**src/rtl/calc_pkg.sv**
```systemverilog
// Shared definitions for the 4-bit calculator: controller state codes,
// function codes and the result/display mux encodings used by the datapath.
package calc_pkg;

    typedef enum logic [3:0] {
        S_IDLE = 4'd0,
        S_LOAD = 4'd1,
        S_CALC = 4'd2,
        S_MUL  = 4'd3,
        S_DIV  = 4'd4,
        S_DONE = 4'd5,
        S_ERR  = 4'd6
    } state_t;

    localparam logic [2:0] F_MUL = 3'd4;
    localparam logic [2:0] F_DIV = 3'd5;

    localparam logic       SEL_H_PROD_HI = 1'b0;
    localparam logic       SEL_H_REM     = 1'b1;

    localparam logic [1:0] SEL_L_ZERO    = 2'b00;
    localparam logic [1:0] SEL_L_CALC    = 2'b01;
    localparam logic [1:0] SEL_L_PROD_LO = 2'b10;
    localparam logic [1:0] SEL_L_QUOT    = 2'b11;

    localparam logic [1:0] SEL_OUT_ZERO   = 2'b00;
    localparam logic [1:0] SEL_OUT_RESULT = 2'b01;
    localparam logic [1:0] SEL_OUT_X      = 2'b10;
    localparam logic [1:0] SEL_OUT_Y      = 2'b11;

    // Codes 0..5 select a real operation; 6 and 7 are rejected.
    function automatic logic f_valid(input logic [2:0] fc);
        return (fc <= F_DIV);
    endfunction

endpackage

```
**src/rtl/calc_timeout.sv**
```systemverilog
// Wait-cycle counter for the datapath handshakes. It is held at zero while
// clr is high, counts while en is high, and flags the last allowed cycle.
module calc_timeout #(
    parameter int TIMEOUT = 32
) (
    input  logic clk,
    input  logic rst_n,
    input  logic clr,
    input  logic en,
    output logic expired
);

    localparam int CW = (TIMEOUT > 1) ? $clog2(TIMEOUT) : 1;
    localparam logic [CW-1:0] LAST = CW'(TIMEOUT - 1);

    logic [CW-1:0] count_r;

    // Count waiting cycles; saturate at the last value so it never wraps.
    always_ff @(posedge clk or negedge rst_n) begin
        if (!rst_n) begin
            count_r <= '0;
        end else if (clr) begin
            count_r <= '0;
        end else if (en && (count_r != LAST)) begin
            count_r <= count_r + CW'(1);
        end else begin
            count_r <= count_r;
        end
    end

    assign expired = en && (count_r == LAST);

endmodule

```
**src/rtl/calc_cu.sv**
```systemverilog
// Calculator control unit: latches the function on a go edge, loads the
// operands, dispatches to the small-calc unit, multiplier or divider, captures
// the result and selects the display source. Unit completion is bounded by a
// timeout that diverts to ERR.
module calc_cu
    import calc_pkg::*;
#(
    parameter int TIMEOUT = 32
) (
    input  logic       clk,
    input  logic       reset,
    input  logic       go,
    input  logic [2:0] f,
    input  logic       Done_Calc_dp,
    input  logic       Done_DIV_dp,
    output logic       EN_F,
    output logic       EN_X,
    output logic       EN_Y,
    output logic       Go_Calc,
    output logic       Go_DIV,
    output logic [1:0] Op_Calc,
    output logic       Sel_H,
    output logic [1:0] Sel_L,
    output logic       En_Out_H,
    output logic       En_Out_L,
    output logic [1:0] Sel_out,
    output logic       done,
    output logic       err,
    output logic [3:0] cs
);

    state_t     state_r;
    state_t     state_nxt_s;
    logic [2:0] op_r;
    logic       go_d_r;
    logic       armed_r;
    logic       start_s;
    logic       waiting_s;
    logic       expired_s;

    // armed_r keeps the first cycle after reset release quiet even if go is
    // already high, so a level held across reset never counts as an edge.
    assign start_s   = go & ~go_d_r & armed_r;
    assign waiting_s = (state_r == S_CALC) || (state_r == S_DIV);
    assign cs        = state_r;

    // Go edge detector and post-reset arming.
    always_ff @(posedge clk or negedge reset) begin
        if (!reset) begin
            go_d_r  <= 1'b0;
            armed_r <= 1'b0;
        end else begin
            go_d_r  <= go;
            armed_r <= 1'b1;
        end
    end

    // Function register, written only when a new operation is accepted.
    always_ff @(posedge clk or negedge reset) begin
        if (!reset) begin
            op_r <= 3'd0;
        end else if (EN_F) begin
            op_r <= f;
        end else begin
            op_r <= op_r;
        end
    end

    // Controller state register.
    always_ff @(posedge clk or negedge reset) begin
        if (!reset) begin
            state_r <= S_IDLE;
        end else begin
            state_r <= state_nxt_s;
        end
    end

    // Counter is cleared outside the wait states, so it restarts on each entry.
    calc_timeout #(.TIMEOUT(TIMEOUT)) u_timeout (
        .clk     (clk),
        .rst_n   (reset),
        .clr     (~waiting_s),
        .en      (waiting_s),
        .expired (expired_s)
    );

    // Next-state and control-strobe decode; result enables are Mealy on done.
    always_comb begin
        state_nxt_s = state_r;
        EN_F        = 1'b0;
        EN_X        = 1'b0;
        EN_Y        = 1'b0;
        Go_Calc     = 1'b0;
        Go_DIV      = 1'b0;
        Op_Calc     = 2'b00;
        Sel_H       = SEL_H_PROD_HI;
        Sel_L       = SEL_L_ZERO;
        En_Out_H    = 1'b0;
        En_Out_L    = 1'b0;
        Sel_out     = SEL_OUT_ZERO;
        done        = 1'b0;
        err         = 1'b0;
        case (state_r)
            S_IDLE, S_DONE, S_ERR: begin
                done    = (state_r == S_DONE);
                err     = (state_r == S_ERR);
                Sel_out = (state_r == S_DONE) ? SEL_OUT_RESULT : SEL_OUT_ZERO;
                if (start_s) begin
                    EN_F        = 1'b1;
                    state_nxt_s = f_valid(f) ? S_LOAD : S_ERR;
                end else begin
                    state_nxt_s = state_r;
                end
            end
            S_LOAD: begin
                EN_X = 1'b1;
                EN_Y = 1'b1;
                if (op_r == F_MUL) begin
                    state_nxt_s = S_MUL;
                end else if (op_r == F_DIV) begin
                    state_nxt_s = S_DIV;
                end else begin
                    state_nxt_s = S_CALC;
                end
            end
            S_CALC: begin
                Go_Calc = 1'b1;
                Op_Calc = op_r[1:0];
                Sel_L   = SEL_L_CALC;
                if (Done_Calc_dp) begin
                    En_Out_L    = 1'b1;
                    state_nxt_s = S_DONE;
                end else if (expired_s) begin
                    state_nxt_s = S_ERR;
                end else begin
                    state_nxt_s = S_CALC;
                end
            end
            S_MUL: begin
                Sel_H       = SEL_H_PROD_HI;
                Sel_L       = SEL_L_PROD_LO;
                En_Out_H    = 1'b1;
                En_Out_L    = 1'b1;
                state_nxt_s = S_DONE;
            end
            S_DIV: begin
                Go_DIV = 1'b1;
                Sel_H  = SEL_H_REM;
                Sel_L  = SEL_L_QUOT;
                if (Done_DIV_dp) begin
                    En_Out_H    = 1'b1;
                    En_Out_L    = 1'b1;
                    state_nxt_s = S_DONE;
                end else if (expired_s) begin
                    state_nxt_s = S_ERR;
                end else begin
                    state_nxt_s = S_DIV;
                end
            end
            default: begin
                state_nxt_s = S_IDLE;
            end
        endcase
    end

endmodule

```
**config.mk**
```make
export PLATFORM = sky130hd
export DESIGN_NAME = calc_cu
export DESIGN_NICKNAME = d
export VERILOG_FILES = /design/src/rtl/calc_pkg.sv /design/src/rtl/calc_timeout.sv /design/src/rtl/calc_cu.sv
export SDC_FILE = /design/constraint.sdc
export NUM_CORES = 1
export LEC_CHECK = 0
export ABC_AREA = 1
export CORE_AREA = 3 3 47 49
export DETAILED_ROUTE_END_ITERATION = 7
export DIE_AREA = 0 0 50 52
export PLACE_DENSITY = 0.75
export SYNTH_ARGS = -nofsm -noshare
export SYNTH_HDL_FRONTEND = slang
export SYNTH_HIERARCHICAL = 1
export SYNTH_SLANG_ARGS = --single-unit
```
**constraint.sdc**
```tcl
create_clock -name clk -period 2.4 [get_ports clk]
set_clock_uncertainty 0.15 [all_clocks]
set_input_delay 0.48 -clock clk [delete_from_list [all_inputs] [get_ports clk]]
set_output_delay 0.48 -clock clk [all_outputs]
set_load 0.03 [all_outputs]
```
== Word level (Yosys, flattened, before mapping) ==
Index checks and enable logic that the tools add are counted.

* Muxes and demuxes: 26
* Bitwise operators: 3
* Eq/ne operators: 12
* Reductions and logical operators: 5
* $lt $le $gt $ge: 1
* Add/subtract/negate cells: 1

{| class="wikitable"
|+ Operator list
! kind !! count
|-
| $pmux W4 S5 || 1
|-
| $mux W3 || 5
|-
| $eq A4 B3 Y1 const B || 3
|-
| $mux W1 || 11
|-
| $mux W5 || 2
|-
| $eq A4 B2 Y1 const B || 2
|-
| $eq A3 B3 Y1 const B || 2
|-
| $mux W2 || 3
|-
| $pmux W2 S3 || 1
|-
| $add A5 B1 Y5 const B || 1
|-
| $eq A5 B5 Y1 const B || 1
|-
| $ne A5 B5 Y1 const B || 1
|-
| $eq A4 B1 Y1 const B || 1
|-
| $logic_not A4 Y1 || 1
|-
| $mux W4 || 1
|-
| $ne A2 B2 Y1 const B || 2
|-
| $le A3 B3 Y1 const B || 1
|-
| $pmux W1 S3 || 1
|-
| $reduce_or A3 Y1 || 1
|-
| $and A1 B1 Y1 || 2
|-
| $logic_and A1 B1 Y1 || 2
|-
| $pmux W1 S2 || 1
|-
| $logic_or A1 B1 Y1 || 1
|-
| $not A1 Y1 || 1
|}

* Register bits after elaboration: 14
* Input port bits: 8
* Logic and storage cells: 53

== Depth between registers and ports, before layout ==
Gate-level depths: netlist of the first run.

* Word-level depth: 6
* Mapped depth: 15
* Gate-level depth less buffers: 15

== Cells and area by module ==
Netlist of the first run, hierarchy kept.

{| class="wikitable"
|+ Modules (own cells, without submodules)
! module !! area each (µm²) !! sequential area each (µm²) !! cells an instance !! times used
|-
| calc_cu || 580.6 || 200.2 || 95 || 1
|-
| calc_timeout || 271.5 || 125.1 || 37 || 1
|}

== Least setup slack after synthesis of the first run ==
Ideal clock, no wire load.

* Path type: register -> output
* From: register state_r[2], in the netlist cs[2]
* To: output port En_Out_L
* Slack: 0.231 ns
* Arrival time: 1.539 ns
* Path buffers: 0
* Cell stages (with the launch flop): 4
* Cells stage by stage: dfrtp_1 -> inv_2 -> nand3_1 -> o21ai_0

* Cells in the longest elaborated chain, start to end: 2

{| class="wikitable"
|+ RTL lines
! item !! RTL line !! RTL
|-
| start: declaration || calc_cu.sv:32 || <nowiki>state_t state_r;</nowiki>
|-
| start signal: assignment || calc_cu.sv:74 || <nowiki>state_r <= state_nxt_s;</nowiki>
|-
| $eq A4 B3 Y1 or $eq A4 B2 Y1 (tied branches) || calc_cu.sv:103 || <nowiki>case (state_r)</nowiki>
|-
| $pmux W1 S3 (*) || calc_cu.sv:103 ||
|-
| end: declaration || calc_cu.sv:25 || <nowiki>output logic En_Out_L,</nowiki>
|}

Mark *: on every way between the ends. The rest lies on a longest branch, timed or not.

== Worst setup path in the final report of the first run ==
* From: register state_r[2], in the netlist cs[2]
* To: output port Sel_L[0]

* Cells in the longest elaborated chain, start to end: 2

{| class="wikitable"
|+ RTL lines
! item !! RTL line !! RTL
|-
| $eq A4 B3 Y1 or $eq A4 B2 Y1 (tied branches) || calc_cu.sv:103 ||
|-
| $pmux W2 S3 (*) || calc_cu.sv:103 ||
|-
| end: declaration || calc_cu.sv:23 || <nowiki>output logic [1:0] Sel_L,</nowiki>
|}

Marked as above.

==> impl_metrics.yaml, run 1 <==
clock_tree:
  postCtsHoldBufs: 0
  cts_setup_buffers: 0
  clockBufferDepth: 2
  clk_pin_slew_ns: 0.09
  cts_buffers: 3
  root_buffer: "clkbuf_4"
  cts_tree: "built"
  cts_htree_levels: 1
  clk_latency_ns: 0.28
  cts_resized: 8
  cts.sinks: 13
die:
  pin_count: 28
  core.rowCount: 16
  start_util_pct: 44.8
  die_area_um2: 2600
  die_x_um: 50
  die_h_um: 52
  coreArea_um2: 1900
flow_run:
  maxCapViolations: 0
critical_path:
  cp_cell_sequence: "inv_2 > nand3_1 > inv_1 > nor2_2 > inv_1 > dlygate4sd2_1"
  worst_path_most_repeated_cell: "inv_1"
  end_kind: "primary output"
  worstSetupPathType: "reg -> out"
  slowest_delay_ns: 0.47
  ff2ff_path_depth: 15
  critPathMaxFanout: 7
  required_ns: 1.77
  worstSetupStartpointType: "flip-flop"
  crit_arrival_ns: 1.65
  worstReg2RegEnd: "cs[2]"
  r2r_start: "cs[0]"
  cpMaxStageDelayCell: "dfrtp_2"
  ff2ff_setup_slack_ns: 0.45
route:
  totalWireLength_um: 1880
  first_pass_iters: 4
  ant_nets: 0
  wl_per_cell_um: 10.2
  vias_per_cell: 4.57
  vias: 840
  initialDrtViolationCount: 7
  drc_errors: 0
cells_and_area:
  fillers: 180
  area_growth_pct: 31.9
  drive_gt1_share_pct: 12.1
  antennaDiodeCount: 0
  register_area_um2: 327
  nets: 168
  final_util_pct: 59.1
  multi_input_area_um2: 410
power_and_ir_drop:
  peakVddDrop_uv: 564
  power.total_uw: 1330
  power.leakage_uw: 0.000715
  power_density_nw_per_um2: 1180
sta:
  max_freq_mhz: 439
  period_share_pct: 94.9
  worst_pin_slew_ns: 0.630
  hold_viol: 0
  setup_viol: 0
  rsz0062_at_grt: "no"
  hold_ws_ns: 0.394
  drv_slew: 0
  maxSlewHeadroom_pct: 57.9
  setup-tns-final_ns: 0
  period_minus_slack_ns: 2.28
grt:
  grt-ovfl-total: 0
  grt_max_degree: 14
  grt_pass1_vias: 795
  grtUsageTotal_pct: 16.6
  antenna_found_initial: 0
  grt_pass1_wl_um: 3280
yosys:
  postSynthAreaPerCell_um2: 6.46
  synthXorXnorAreaFrac_pct: 0
  synth_seq_area_share_pct: 38.2
  synth_adder_area_share_pct: 2.94
  synth_cell_types: 15
  muxShareOfSynthArea_pct: 0
  syn_inst: 132
  ys_seq_elements: 13
  ys_warn_count: 6
  synth_simple_gate_area_share_pct: 41.0
  syn_area_um2: 852
  synth_top_family_by_area: "simple AND/OR/NAND/NOR gates"
  synth_compound_area_share_pct: 2.94
min_path:
  hold_class: "reg -> reg"
  whs_path_depth: 2
  hold_path_end: "u_timeout/count_r[0]"
  hold_start: "u_timeout/count_r[0]"
placed_design:
  portBuffers: 25
  dpl.hpwl_um: 1530
  gp_congestion: 0.872
outcome:
  status: "completed"
==> cell families after synthesis <==
group / count (synthesis)
AND/OR/NAND/NOR: 83
buffers and inverters: 27
flip-flops: 13
AO/OA/AOI/OAI: 5
adder cells (fa/ha/maj): 2
other: 2
==> layout by cell type, fill, tap and decap left out, types with 3 or more instances in the layout <==
master	synthesis	final
nand3_1	13	13
nand2_2	4	4
clkdlybuf4s50_1	0	10
dfrtp_1	13	12
inv_1	18	18
dlygate4sd2_1	0	8
nor2_1	22	22
inv_2	4	4
clkbuf_4	0	3
conb_1	2	3
dlymetal6s2s_1	0	4
buf_4	5	3
nand2_1	41	41
==> cells in the mapped netlist (all sizes together) <==
library cell	number	area [um^2]
nand2	45	179
nor2	24	95.1
inv	22	82.6
nand3	14	75.1
dfrtp	13	325
buf	5	37.5
o21ai	4	20.0
conb	2	7.51
ha	2	25.0
a21oi	1	5.00
==> worst max-delay path: cells and delay by family (launching register included) <==
kind | cells | cell delay, ns
buffers and inverters | 4 | 0.66
flip-flops | 1 | 0.47
AND/OR/NAND/NOR | 2 | 0.23
==> worst max-delay path by stage <==
stage	from	end	slack, ns
after global routing	cs[0]	Sel_L[0]	0.004
after CTS	cs[1]	EN_Y	0.002
final	cs[2]	Sel_L[0]	0.12
after global placement	cs[2]	Sel_L[0]	0.19
after floorplan	cs[2]	En_Out_L	0.23
after detailed placement	cs[2]	Sel_L[0]	0.13
==> metrics by stage <==
stage	worst slack (ns)	area, um^2	cells
2_1_floorplan	0.231	856	133
3_3_place_gp	0.194	1090	180
3_5_place_dp	0.127	1090	180
4_1_cts	0.00220	1110	184
5_1_grt	0.00368	1120	184
6_report	0.121	1120	184
==> registers in the layout, summed over array words and instances, names as in the netlist <==
| signal | flops |
|---|---|
| u_timeout/count_r | 5 |
| op_r | 3 |
| armed_r | 1 |
| cs | 3 |
| go_d_r | 1 |
==> report_power, final <==
group | internal [uW] | total (uW) | switching, uW
combinational | 273 | 829 | 556
sequential | 284 | 357 | 72.4
clock | 61.7 | 143 | 81.6
==> layer usage <==
layer / GRT usage (%) / wire length, um
met5: 0 / 0
met4: 6.91 / 27
met3: 4.58 / 113
met2: 27.0 / 808
met1: 20.6 / 935
==> area by class of cell <==
| class | count | share of cell area, % |
|---|---|---|
| Inverter | 22 | 7.35 |
| Sequential cell | 13 | 29.1 |
| Tap cell | 27 | 3.01 |
| Clock inverter | 1 | 0.445 |
| Clock buffer | 3 | 2.00 |
| Timing Repair Buffer | 25 | 21.6 |
| Multi-Input combinational cell | 93 | 36.5 |
No activity file was read; power rests on OpenSTA's default activity.
==> inputs of run 2 (changes only) <==
GPL_ROUTABILITY_DRIVEN = 0   (was not set)
TNS_END_PERCENT = 10   (was not set)
==> results of run 2 <==
The final DEF is identical to that of run 1; final timing and power are the same.
